`config.mk`:
```
export PLATFORM = sky130hd
export DESIGN_NAME = mem_port_arbiter
export DESIGN_NICKNAME = d
export VERILOG_FILES = /design/src/rtl/mem_port_arbiter.sv
export SDC_FILE = /design/constraint.sdc
export NUM_CORES = 1
export LEC_CHECK = 0
export BUFFER_PORTS_ARGS = -buffer_cell sky130_fd_sc_hd__buf_4
export CORE_MARGIN = 4
export CORE_UTILIZATION = 47
export CTS_CLUSTER_SIZE = 10
export DETAILED_ROUTE_END_ITERATION = 10
export GPL_ROUTABILITY_DRIVEN = 0
export PLACE_DENSITY = 0.79
export SYNTH_ARGS = -nofsm -noshare
export SYNTH_HDL_FRONTEND = slang
export SYNTH_SLANG_ARGS = --single-unit
```
`constraint.sdc`:
```
create_clock -name clk -period 5.5 [get_ports clk]
set_input_delay 0.55 -clock clk [delete_from_list [all_inputs] [get_ports clk]]
set_output_delay 0.55 -clock clk [all_outputs]
set_load 0.02 [all_outputs]
```
`src/rtl/mem_port_arbiter.sv`:
```
// Single-port memory arbiter: data access beats instruction fetch, one transaction
// in flight, pipeline stall/flush generation and a watchdog against a dead bus.
module mem_port_arbiter #(
  parameter int ADDR_W  = 32,
  parameter int DATA_W  = 32,
  parameter int TIMEOUT = 255
) (
  input  logic                  clk,
  input  logic                  reset,
  input  logic                  if_req,
  input  logic [ADDR_W-1:0]     if_addr,
  output logic                  if_valid,
  output logic [DATA_W-1:0]     if_rdata,
  input  logic                  d_req,
  input  logic                  d_we,
  input  logic [ADDR_W-1:0]     d_addr,
  input  logic [DATA_W-1:0]     d_wdata,
  input  logic [DATA_W/8-1:0]   d_be,
  output logic                  d_done,
  output logic [DATA_W-1:0]     d_rdata,
  output logic                  mem_req,
  output logic                  mem_we,
  output logic [ADDR_W-1:0]     mem_addr,
  output logic [DATA_W-1:0]     mem_wdata,
  output logic [DATA_W/8-1:0]   mem_be,
  input  logic                  mem_ready,
  input  logic [DATA_W-1:0]     mem_rdata,
  output logic                  StallF,
  output logic                  StallD,
  output logic                  StallE,
  output logic                  StallM,
  output logic                  FlushD,
  output logic                  FlushW,
  output logic                  bus_err
);

  localparam bit WD_EN   = (TIMEOUT > 0);
  localparam int CNT_W   = (TIMEOUT > 1) ? $clog2(TIMEOUT + 1) : 1;
  localparam int TO_LAST = (TIMEOUT > 0) ? TIMEOUT - 1 : 0;

  typedef enum logic [1:0] {IDLE, DATA, IFETCH} state_t;

  state_t             stateReg;
  logic [CNT_W-1:0]   wdCnt;
  logic               dWait;
  logic               fWait;
  logic               busy;
  logic               expire;
  logic               finish;
  logic [DATA_W-1:0]  respData;

  // While a done/valid pulse is showing, the requester has not yet seen it,
  // so its still-high req must not relaunch the same access.
  assign dWait = d_req & ~d_done;
  assign fWait = if_req & ~if_valid;

  assign StallM = dWait;
  assign StallE = dWait;
  assign StallD = dWait;
  assign StallF = dWait | fWait;
  assign FlushD = fWait & ~dWait;
  assign FlushW = dWait;

  // The TIMEOUT-th busy cycle without mem_ready completes the access as if ready.
  assign busy     = (stateReg != IDLE);
  assign expire   = WD_EN && busy && !mem_ready && (wdCnt == CNT_W'(TO_LAST));
  assign finish   = busy && (mem_ready || expire);
  assign respData = expire ? '0 : mem_rdata;

  always_ff @(posedge clk or posedge reset) begin
    if (reset) begin
      stateReg  <= IDLE;
      wdCnt     <= '0;
      mem_req   <= 1'b0;
      mem_we    <= 1'b0;
      mem_addr  <= '0;
      mem_wdata <= '0;
      mem_be    <= '0;
      d_done    <= 1'b0;
      d_rdata   <= '0;
      if_valid  <= 1'b0;
      if_rdata  <= '0;
      bus_err   <= 1'b0;
    end else begin
      d_done   <= 1'b0;
      if_valid <= 1'b0;
      case (stateReg)
        IDLE: begin
          if (dWait) begin
            stateReg  <= DATA;
            mem_req   <= 1'b1;
            mem_we    <= d_we;
            mem_addr  <= d_addr;
            mem_wdata <= d_wdata;
            mem_be    <= d_be;
            wdCnt     <= '0;
          end else if (fWait) begin
            stateReg  <= IFETCH;
            mem_req   <= 1'b1;
            mem_we    <= 1'b0;
            mem_addr  <= if_addr;
            mem_wdata <= '0;
            mem_be    <= '1;
            wdCnt     <= '0;
          end
        end
        DATA, IFETCH: begin
          if (finish) begin
            stateReg <= IDLE;
            mem_req  <= 1'b0;
            if (expire) bus_err <= 1'b1;
            // A requester that dropped its req was flushed: finish silently.
            if (stateReg == DATA && d_req) begin
              d_done <= 1'b1;
              if (!mem_we) d_rdata <= respData;
            end
            if (stateReg == IFETCH && if_req) begin
              if_valid <= 1'b1;
              if_rdata <= respData;
            end
          end else if (WD_EN) begin
            wdCnt <= wdCnt + CNT_W'(1);
          end
        end
        default: stateReg <= IDLE;
      endcase
    end
  end

endmodule

```
==> impl_metrics.tcl <==
set metrics [dict create \
    dpl.cell_count 1006 \
    cts_made_buffers 17 \
    required_ps 5820 \
    crit_buf_inv 1 \
    path_class "flip-flop to flip-flop" \
    hold_path.class "input port to async pin" \
    finalClockSkew_ps 9.19 \
    fillerInstances 1020 \
    cts_tree "yes" \
    ys_top_cells_by_area "dfrtp_1 (58%), mux2i_1 (10%), nand2_1 (6.1%), a22o_1 (4.6%), inv_1 (4.4%)" \
    post_cts_resized 0 \
    ys_types 38 \
    clk_latency_ps 410 \
    synth-seq-cells 147 \
    tightest_slew_ps 1230 \
    crit_slowest_cell "nand4_4" \
    critPathMaxStageDelay_ps 660 \
    synth_top_cell_by_area "dfrtp_1" \
    cp_top_family "simple AND/OR/NAND/NOR gates" \
    timing_hold_violations_final 0 \
    num_io_pins 281 \
    path_depth 6 \
    diodes 0 \
    critical_path.startpoint "stateReg[0]" \
    grt_pass1_wl_um 26200 \
    vias 5258 \
    setup_viol 0 \
    drv_slew 0 \
    critPathLaunchType "flip-flop" \
    rr_startpoint "stateReg[0]" \
    nets 992 \
    yosysSeqAreaShare_pct 58.4 \
    rsz0062_at_grt "no" \
    overflow 0 \
    synthCells 580 \
    postSynthNetCount 723 \
    ys_top_cells_by_count "dfrtp_1 (147), nand2_1 (102), inv_1 (73)" \
    cp-endpoint "if_rdata[18]" \
    relSlewSlack_pct 17.6 \
    coreArea_um2 13200 \
    syn_area_um2 6290 \
    rows 42 \
    htree_num_levels 4 \
    reg2reg_to "if_rdata[18]" \
    yosys_warnings 0 \
    drt-vias-per-instance 5.07 \
    firstDrtPassIters 5 \
    portBuffers 280 \
    die_x_um 124 \
    grt_util_all_layers_pct 22.3 \
    routedWlPerCell_um 16.7 \
    powerDensity_nw_per_um2 571 \
    crit_path_max_fanout 33 \
    setup_tns_ps 0 \
    ys.flop_type "dfrtp_1" \
    fin_crit_sh_pct 45.0 \
    antenna_found_initial 0 \
    clkSlewWorstSetupHoldPaths_ps 60 \
    max_clock_freq_ghz 0.404 \
    path_cells "inv_1, ha_1, nand4b_2, o21ai_4, nand4_4, mux2i_1" \
    die_h_um 124 \
    cp-end-kind "flip-flop" \
    fin_cells 1038 \
    p_leak_nw 4.91 \
    hold_buffers 0 \
    cp.arrival_ps 2790 \
    dieArea_um2 15300 \
    reg2regPathDepth 6 \
    drive_above_1_share_pct 38.2 \
    cts_setup_buffers 0 \
    ctsRootBufferMaster "clkbuf_16" \
    grt_pass1_vias 5280 \
    synthToLayoutAreaGrowth_pct 43.6 \
    async_flop_share_pct 100 \
    avgSynthCellArea_um2 10.9 \
    initial_core_util_pct 47.7 \
    max-cap-violations 0 \
    clkSinkCount 147 \
    synthMostInstantiatedCell "dfrtp_1" \
    ir_worst_vdd_v 0.000339 \
    route.detailed.drc 0 \
    synth_top_cell_area_share_pct 58.4 \
    synth_edf_count 0 \
    status "completed" \
    reg2reg_setup_slack_ps 3030 \
    grt_max_degree 101 \
    min_period_ps 2470 \
    final_antenna_net_count 0 \
    drt_wl_total_um 17300 \
    initialDrtViolationCount 302 \
    hpwl_um 12400 \
    clockBufferDepth 2 \
]
per-stage QoR:
| stage | util [%] | power, mW | cell area [um^2] | worst slack [ps] | hold WS (ps) |
|---|---|---|---|---|---|
| 6_report | 68.5 | 5.16 | 9040 | 3030 | 313 |
| 5_1_grt | 68.5 | 5.45 | 9040 | 2890 | 331 |
| 4_1_cts | 68.5 | 5.21 | 9040 | 3020 | 326 |
| 3_5_place_dp | 64.1 | 4.07 | 8460 | 3000 | 470 |
| 3_3_place_gp | 64.1 | 4.00 | 8460 | 3070 | 482 |
| 2_1_floorplan | - | 3.05 | 6290 | 999 | 470 |
worst register-to-register path: cells and delay by family (launching register included):
family,cells,cell delay (ps)
simple gates,2,970
mux,1,440
flops,1,360
fa+ha+maj,1,310
compound gates,1,230
buf+inv,1,80
registers in the layout, summed over array words and instances, names as in the netlist:
name,count
mem_be,4
if_valid,1
mem_req,1
wdCnt,8
stateReg,2
if_rdata,32
bus_err,1
mem_wdata,32
mem_addr,32
d_done,1
mem_we,1
d_rdata,32
cells by family (layout without fill, tap and decap cells):
family,Yosys count,in the layout,synth area share (%)
DFF,147,147,58.4
muxes,66,66,10.5
buffers and inverters,110,392,8.07
adders and majority gates,5,5,0.994
AOI/OAI and AO/OA,93,93,11.1
and+or+nand+nor,159,159,10.9
placed cells by master (no fill, tap or decap), drive strengths merged, types with 3 or more instances in the layout:
| cell type | Yosys | layout |
|---|---|---|
| nand2 | 102 | 102 |
| nor2 | 37 | 37 |
| buf | 22 | 286 |
| clkbuf | 14 | 21 |
| o22a | 4 | 4 |
| a21oi | 5 | 5 |
| or3 | 3 | 3 |
| ha | 5 | 5 |
| mux2i | 65 | 65 |
| nand2b | 4 | 4 |
| inv | 74 | 76 |
| a31oi | 37 | 37 |
| dfrtp | 147 | 147 |
| o21ai | 5 | 5 |
| clkinv | 0 | 6 |
| a22o | 33 | 33 |
| nand3 | 5 | 5 |
area by class of cell:
class                      instances  area, um^2  share of cell area, %
clock inverter                    11         100                   1.11
multi-input combinational        323        2130                   23.6
inverter                          74         283                   3.13
tap                              176         220                   2.44
sequential                       147        3680                   40.7
timing repair buffer             286        2150                   23.8
clock buffer                      21         480                   5.31
routing by layer:
layer,track usage [%],routed length (um),up-vias
li1,-,-,2462
met5,0,0,-
met3,6.09,1560,33
met4,9.20,420,0
met1,25.5,6410,2524
met2,39.3,8950,239
where the power goes:
part / total (mW) / internal (mW) / switching (mW)
combinational: 2.22 / 0.950 / 1.27
sequential: 1.83 / 1.54 / 0.294
clock: 1.11 / 0.671 / 0.437
total: 5.16 / 3.16 / 2.00
how the worst min path moves through the flow:
stage	end	start	cells after the start	slack, ps
6_report	d_rdata[12]	reset	2	310
4_1_cts	mem_wdata[20]	d_wdata[20]	2	330
3_3_place_gp	bus_err	bus_err	1	480
5_1_grt	mem_wdata[20]	d_wdata[20]	2	330
3_5_place_dp	bus_err	bus_err	1	470
2_1_floorplan	wdCnt[7]	wdCnt[7]	1	470
No activity file was read; power rests on OpenSTA's default activity.
